<file path="src/rtl/clk_period_meter.sv">
// clk_period_meter: measures the number of clk cycles between consecutive
// transitions (either polarity) of a slow signal sig_in, reports the latest
// half period and flags lock once enough consecutive results agree.
//
// Build option: define CLK_METER_SYNC_EN to insert a 2-flop synchronizer on
// sig_in (asynchronous input). Without it sig_in must be synchronous to clk.
//
// Ports:
//   clk          in   rising-edge clock
//   reset        in   synchronous, active-high reset
//   en           in   measurement enable; low forces IDLE
//   sig_in       in   signal being measured
//   half_period  out  [WIDTH] last measured edge-to-edge cycle count
//   meas_valid   out  one-cycle pulse when half_period updates
//   locked       out  level, LOCK_COUNT consecutive matching measurements
//   timeout      out  one-cycle pulse when no edge arrives within TIMEOUT
module clk_period_meter #(
    parameter int unsigned      WIDTH      = 32,
    parameter int unsigned      LOCK_COUNT = 4,
    parameter int unsigned      TOL        = 0,
    parameter logic [WIDTH-1:0] TIMEOUT    = {{(WIDTH-1){1'b1}}, 1'b0}
) (
    input  logic             clk,
    input  logic             reset,
    input  logic             en,
    input  logic             sig_in,
    output logic [WIDTH-1:0] half_period,
    output logic             meas_valid,
    output logic             locked,
    output logic             timeout
);

    localparam int unsigned     MATCH_W   = 4;
    localparam logic [MATCH_W-1:0] LOCK_MAX = MATCH_W'(LOCK_COUNT);
    localparam logic [WIDTH:0]  TOL_W     = (WIDTH+1)'(TOL);
    localparam logic [WIDTH-1:0] CNT_ONE  = WIDTH'(1);

    typedef enum logic {
        IDLE    = 1'b0,
        MEASURE = 1'b1
    } state_e;

    state_e               state_q, state_d;
    logic [WIDTH-1:0]     cnt_q, cnt_d;
    logic [WIDTH-1:0]     half_period_q, half_period_d;
    logic [MATCH_W-1:0]   match_q, match_d;
    logic                 meas_valid_q, meas_valid_d;
    logic                 locked_q, locked_d;
    logic                 timeout_q, timeout_d;
    logic                 s_prev_q, s_prev_d;
    logic                 s;
    logic                 edge_det;
    logic [WIDTH:0]       diff;
    logic                 is_match;

`ifdef CLK_METER_SYNC_EN
    // Two-stage synchronizer for an asynchronous sig_in
    logic sync1_q, sync1_d;
    logic sync2_q, sync2_d;

    always_comb begin
        sync1_d = sig_in;
        sync2_d = sync1_q;
    end

    always_ff @(posedge clk) begin
        if (reset) begin
            sync1_q <= 1'b0;
            sync2_q <= 1'b0;
        end else begin
            sync1_q <= sync1_d;
            sync2_q <= sync2_d;
        end
    end

    assign s = sync2_q;
`else
    assign s = sig_in;
`endif

    assign edge_det = s ^ s_prev_q;

    // |cnt - half_period| one bit wider so the subtraction cannot overflow
    always_comb begin
        if (cnt_q >= half_period_q) begin
            diff = {1'b0, cnt_q} - {1'b0, half_period_q};
        end else begin
            diff = {1'b0, half_period_q} - {1'b0, cnt_q};
        end
    end

    // match_q == 0 means no earlier measurement to compare against
    assign is_match = (match_q != '0) && (diff <= TOL_W);

    // Next-state and output logic
    always_comb begin
        state_d       = state_q;
        cnt_d         = cnt_q;
        half_period_d = half_period_q;
        match_d       = match_q;
        locked_d      = locked_q;
        meas_valid_d  = 1'b0;
        timeout_d     = 1'b0;
        s_prev_d      = s;

        if (!en) begin
            state_d  = IDLE;
            cnt_d    = CNT_ONE;
            match_d  = '0;
            locked_d = 1'b0;
        end else begin
            case (state_q)
                IDLE: begin
                    cnt_d = CNT_ONE;
                    if (edge_det) begin
                        state_d = MEASURE;
                    end
                end
                MEASURE: begin
                    // An edge coinciding with cnt == TIMEOUT is a valid measurement
                    if (edge_det) begin
                        half_period_d = cnt_q;
                        meas_valid_d  = 1'b1;
                        cnt_d         = CNT_ONE;
                        if (is_match) begin
                            match_d = (match_q == LOCK_MAX) ? LOCK_MAX : match_q + MATCH_W'(1);
                        end else begin
                            match_d = MATCH_W'(1);
                        end
                        locked_d = (match_d == LOCK_MAX);
                    end else if (cnt_q == TIMEOUT) begin
                        state_d   = IDLE;
                        cnt_d     = CNT_ONE;
                        match_d   = '0;
                        locked_d  = 1'b0;
                        timeout_d = 1'b1;
                    end else begin
                        cnt_d = cnt_q + CNT_ONE;
                    end
                end
                default: begin
                    state_d = IDLE;
                    cnt_d   = CNT_ONE;
                end
            endcase
        end
    end

    // State register
    always_ff @(posedge clk) begin
        if (reset) begin
            state_q       <= IDLE;
            cnt_q         <= CNT_ONE;
            half_period_q <= '0;
            match_q       <= '0;
            meas_valid_q  <= 1'b0;
            locked_q      <= 1'b0;
            timeout_q     <= 1'b0;
            s_prev_q      <= 1'b0;
        end else begin
            state_q       <= state_d;
            cnt_q         <= cnt_d;
            half_period_q <= half_period_d;
            match_q       <= match_d;
            meas_valid_q  <= meas_valid_d;
            locked_q      <= locked_d;
            timeout_q     <= timeout_d;
            s_prev_q      <= s_prev_d;
        end
    end

    assign half_period = half_period_q;
    assign meas_valid  = meas_valid_q;
    assign locked      = locked_q;
    assign timeout     = timeout_q;

endmodule

</file>
<file path="config.mk">
export PLATFORM = sky130hd
export DESIGN_NAME = clk_period_meter
export DESIGN_NICKNAME = d
export VERILOG_FILES = /design/src/rtl/clk_period_meter.sv
export SDC_FILE = /design/constraint.sdc
export NUM_CORES = 1
export LEC_CHECK = 0
export CAP_MARGIN = 20
export CELL_PAD_IN_SITES_DETAIL_PLACEMENT = 0
export CELL_PAD_IN_SITES_GLOBAL_PLACEMENT = 1
export CORE_MARGIN = 4
export CORE_UTILIZATION = 35
export CTS_BUF_LIST = sky130_fd_sc_hd__clkbuf_4 sky130_fd_sc_hd__clkbuf_8 sky130_fd_sc_hd__clkbuf_16
export DETAILED_ROUTE_END_ITERATION = 8
export GPL_TIMING_DRIVEN = 0
export PLACE_DENSITY_LB_ADDON = 0.25
export SYNTH_ARGS = -nofsm -noshare
export SYNTH_HDL_FRONTEND = slang
export SYNTH_SLANG_ARGS = --single-unit
</file>
<file path="constraint.sdc">
create_clock -name clk -period 3.9 [get_ports clk]
set_input_delay 0.78 -clock clk [delete_from_list [all_inputs] [get_ports clk]]
set_output_delay 0.78 -clock clk [all_outputs]
set_load 0.02 [all_outputs]
</file>
==> results of run 1 <==
==> final timing paths <==
kind                                   end  slack, ns  cells past startpoint       startpoint
worst min register to register      locked       0.46                      2           locked
worst max register to register  match_q[0]       0.12                     14  half_period[20]
worst max-delay path            match_q[0]       0.12                     14  half_period[20]
worst min-delay path                locked       0.46                      2           locked
==> cells by family after synthesis <==
group | synth area share, %
flip-flops | 20.2
multiplexers | 0.727
XOR/XNOR | 6.67
AND/OR/NAND/NOR | 25.8
AO/OA/AOI/OAI | 28.2
buffers and inverters | 6.63
adder cells (fa/ha/maj) | 11.8
==> per-layer routing <==
metal / global-route usage (%) / vias up
met1: 33.7 / 3571
met4: 7.55 / 0
met3: 4.28 / 52
met5: 0 / -
li1: - / 3749
met2: 34.3 / 259
==> layout make-up <==
type	count	area (um2)
fill	2237	11900
sequential	73	1460
buffer	41	189
tap	270	338
timing repair buffer	44	423
clock inverter	6	67.6
multi-input combinational	819	5420
clock buffer	10	233
inverter	77	289
==> cell usage in the layout, fill, tap and decap left out, types with 11 or more instances in the layout <==
cell type,n
o21a_1,21
xor2_1,15
nor2_1,74
ha_1,65
clkdlybuf4s50_1,37
inv_1,77
nand4_1,33
xnor2_1,40
clkbuf_1,22
dfxtp_1,73
a21o_1,22
a31oi_1,11
nand2_1,138
o21ai_0,38
a21oi_1,111
nand3_1,27
a211oi_1,14
o211ai_1,18
nor3_1,18
==> worst register-to-register path: stages, from the launching register on <==
cell	delay, ns
dfxtp_1	0.38
inv_1	0.06
ha_1	0.30
clkbuf_2	0.21
a21oi_2	0.32
o21ai_1	0.16
a21oi_2	0.21
o21ai_0	0.20
o2111a_2	0.38
buf_4	0.16
nor4_1	0.28
nand4_1	0.26
a22oi_2	0.36
nand4_1	0.15
a32o_1	0.23
==> flip-flops by register name, indices dropped and copies added (netlist names) <==
signal and count:
cnt_q 32, half_period 32, locked 1, match_q 4, meas_valid 1, s_prev_q 1
state_q 1, timeout 1
==> through the flow <==
step | setup TNS (ns) | setup slack [ns] | utilization [%] | hold WS [ns]
after floorplan | 0 | 0.462 | - | 0.449
after global placement | -0.739 | -0.263 | 39.1 | 0.449
after detailed placement | -0.563 | -0.210 | 39.1 | 0.452
after CTS | 0 | 0.0116 | 40.7 | 0.465
after global routing | -0.0183 | -0.0183 | 41.5 | 0.511
final | 0 | 0.122 | 41.5 | 0.462
==> report_power, final <==
group	total, uW	internal (uW)	switching, uW
clock	882	506	377
combinational	103	36.4	67.0
sequential	750	747	2.26
total	1740	1290	446
==> timing repair <==
item                                    CTS  global route
cloned                                    0             0
endpoints found under the setup margin    5             5
setup buffers                             0             7
resized for setup                         8            34
pin swaps                                 1            10
==> results.json, run 1 <==
{
  "postPlaceCellArea_um2": 7930,
  "root_buffer": "clkbuf_16",
  "wirelength_um": 26200,
  "skew_ns": 0.00815,
  "antenna_found_initial": 0,
  "critical_path.top_delay_family": "compound AO/OA/AOI/OAI gates",
  "grt-ovfl-total": 0,
  "die_x_um": 152,
  "fin_cells": 1340,
  "gr-usage-all-layers_pct": 23.2,
  "wl_per_cell_um": 19.5,
  "yosysWarnings": 0,
  "rows": 52,
  "top_layer": "met4",
  "cts_buffer_depth": 2,
  "yosysMostFrequentCell": "nand2_1",
  "fin_crit_ns": 3.78,
  "avgViaCountPerCell": 5.69,
  "setup_viol": 0,
  "final_area_um2": 8420,
  "p_total_uw": 1740,
  "area_delta_synth_final_pct": 16.5,
  "clk_pin_slew_ns": 0.06,
  "die_y_um": 152,
  "diodes": 0,
  "synth_area_leaders": "dfxtp_1 (20%), ha_1 (12%), a21oi_1 (8.0%), nand2_1 (7.2%), xnor2_1 (4.8%)",
  "dr.pass1.iters": 6,
  "netlist.area_leader.share_pct": 20.2,
  "cts_tree": "yes",
  "wl_met2_um": 11000,
  "crit_slowest_cell": "dfxtp_1",
  "tightestPinTransition_ns": 0.882,
  "io_buffer_count": 37,
  "drv_cap": 0,
  "dpl.hpwl_um": 20800,
  "hold_viol": 0,
  "synth_top_area_cell": "dfxtp_1",
  "met3_length_um": 1820,
  "crit_required_ns": 4.15,
  "syn_inst": 1014,
  "crit_type": "register to register",
  "slowest_delay_ns": 0.38,
  "drt-met1-wl_um": 12600,
  "synth_area_um2": 7230,
  "min_path_type": "register to register",
  "synth-async-reset-ratio_pct": 0,
  "yosysSeqAreaShare_pct": 20.2,
  "drv_slew": 0,
  "grt_max_degree": 14,
  "antenna_left": 0,
  "syn-num-nets": 1086,
  "gp_congestion": 0.946,
  "synth_area_per_cell_um2": 7.13,
  "synth_top_flop_cell": "dfxtp_1",
  "dp_cells": 1321,
  "die_area_um2": 23000,
  "status": "finished, final reports clean",
  "initial_utilization_pct": 35.6,
  "cts_hold_buffers": 0,
  "crit_chain": "inv_1 -> ha_1 -> clkbuf_2 -> a21oi_2 -> o21ai_1 -> a21oi_2 -> o21ai_0 -> o2111a_2 -> buf_4 -> nor4_1 -> nand4_1 -> a22oi_2 -> nand4_1 -> a32o_1",
  "core_area_um2": 20300,
  "cp-start-kind": "register",
  "maxSlewHeadroom_pct": 41.2,
  "h-tree-depth": 3,
  "critPathMaxFanout": 10,
  "drt-initial-drc-count": 782,
  "synth_edf_count": 0,
  "insertion_delay_ns": 0.36,
  "clock_sinks": 73,
  "route.detailed.drc": 0,
  "vdd_drop_max_uv": 188,
  "finalCritPeriodShare_pct": 96.9,
  "critPathBufInv": 3,
  "vias": 7631,
  "powerDensity_nw_per_um2": 206,
  "worst_ep_arrival_time_ns": 4.03,
  "numCtsBuffers": 9,
  "grt_pass1_wl_um": 41200,
  "layout-drive-gt1-share_pct": 7.85,
  "p_leak_uw": 0.00322,
  "yosys-top-cells-count": "nand2_1 (139), a21oi_1 (115), inv_1 (77)",
  "crit_path_end_kind": "register",
  "io_pins": 39,
  "fmax_ghz": 0.265,
  "grt_pass1_vias": 7153,
  "finalNetCount": 1137,
  "synth_seq_cells": 73,
  "ys_types": 81
}
Power figures use the tool's default switching activity.
==> inputs of run 2 (changes only) <==
- SKIP_CTS_REPAIR_TIMING: not set -> 1
==> results.json, run 2 (synthesis gave the netlist of run 1 again) <==
{
  "powerDensity_nw_per_um2": 206,
  "fin_cells": 1342,
  "core_area_um2": 20300,
  "tightestPinTransition_ns": 0.876,
  "gr-usage-all-layers_pct": 23.1,
  "root_buffer": "clkbuf_16",
  "clk_pin_slew_ns": 0.06,
  "r2r_slack_ns": 0.13,
  "rows": 52,
  "grt_pass1_vias": 7145,
  "grt_pass1_wl_um": 41200,
  "wirelength_um": 26200,
  "initial_utilization_pct": 35.6,
  "dr.pass1.iters": 5,
  "dp_cells": 1321,
  "min_path_type": "register to register",
  "skew_ns": 0.00875,
  "diodes": 0,
  "io_buffer_count": 37,
  "crit_chain": "inv_1 -> ha_1 -> clkbuf_2 -> a21oi_2 -> o21ai_1 -> a21oi_2 -> o21ai_0 -> o2111a_2 -> buf_4 -> nor4_1 -> nand4_1 -> a22oi_2 -> nand4_1 -> a32o_1",
  "cts_tree": "yes",
  "gp_congestion": 0.946,
  "drv_cap": 0,
  "vias": 7661,
  "vdd_drop_max_uv": 186,
  "maxSlewHeadroom_pct": 41.6,
  "cts_buffer_depth": 2,
  "drt-initial-drc-count": 760,
  "layout-drive-gt1-share_pct": 7.93,
  "die_area_um2": 23000,
  "die_x_um": 152,
  "crit_path_end_kind": "register",
  "antenna_found_initial": 0,
  "wl_per_cell_um": 19.5,
  "antenna_left": 0,
  "crit_slowest_cell": "o2111a_2",
  "avgViaCountPerCell": 5.71,
  "die_y_um": 152,
  "grt-ovfl-total": 0,
  "clock_sinks": 73,
  "worst_ep_arrival_time_ns": 4.02,
  "area_delta_synth_final_pct": 16.7,
  "io_pins": 39,
  "cp-start-kind": "register",
  "grt_max_degree": 14,
  "dpl.hpwl_um": 20800,
  "final_common_cell": "nand2_1",
  "h-tree-depth": 3,
  "numCtsBuffers": 9,
  "finalCritPeriodShare_pct": 96.7,
  "fin_ws_ns": 0.130,
  "crit_type": "register to register",
  "hold_slack_ns": 0.462,
  "fmax_ghz": 0.265,
  "p_leak_uw": 0.00324,
  "setup_viol": 0,
  "insertion_delay_ns": 0.35,
  "critPathMaxFanout": 10,
  "crit_required_ns": 4.15,
  "finalNetCount": 1139,
  "slowest_delay_ns": 0.38,
  "route.detailed.drc": 0,
  "drv_slew": 0,
  "place_ws_ns": -0.210,
  "final_cell_mix": "nand2_1 (138), a21oi_1 (111), inv_1 (77)",
  "status": "finished, final reports clean",
  "fin_crit_ns": 3.77,
  "hold_viol": 0
}
run 2: cell types whose count changed in the layout (fill, tap and decap cells not counted), sizes merged:
cell | before | now
clkbuf | 38 | 42
buf | 20 | 18
run 2: metrics by stage:
step	cell area (um2)	total power, uW	TNS [ns]	util, %
final	8430	1730	0	41.5
after global routing	8430	1790	-0.0170	41.5
after CTS	8230	1750	-0.710	40.6
after detailed placement	7930	863	-0.563	39.1
after global placement	7930	863	-0.739	39.1
after floorplan	7230	831	0	-
run 2: final cells by class:
type,instances,area [um2]
clock inverter,6,67.6
inverter,77,289
timing repair buffer,45,430
buffer,42,204
sequential,73,1460
fill,2234,11900
clock buffer,10,233
multi-input combinational,819,5410
tap,270,338
run 2: final timing paths:
kind                    from         end  depth (start not counted)
max          half_period[20]  match_q[0]                         14
min                   locked      locked                          2
max reg2reg  half_period[20]  match_q[0]                         14
min reg2reg           locked      locked                          2
run 2: power by group:
part / internal [uW] / switching, uW
clock network: 506 / 374
logic: 36.4 / 67.1
registers: 747 / 2.27
run 2: per-layer routing:
metal	GRT usage [%]	vias to the layer above	share of wire, %
li1	-	3755	-
met5	0	-	0
met4	7.46	0	2.9
met3	4.28	47	6.5
met2	34.3	250	42
met1	33.7	3609	48
run 2: worst max-delay path, delay by kind of cell (launching register included):
kind	cells	cell delay [ns]
AOI/OAI and AO/OA	7	1.84
and+or+nand+nor	3	0.70
buffers and inverters	3	0.43
DFF	1	0.37
adders and majority gates	1	0.30
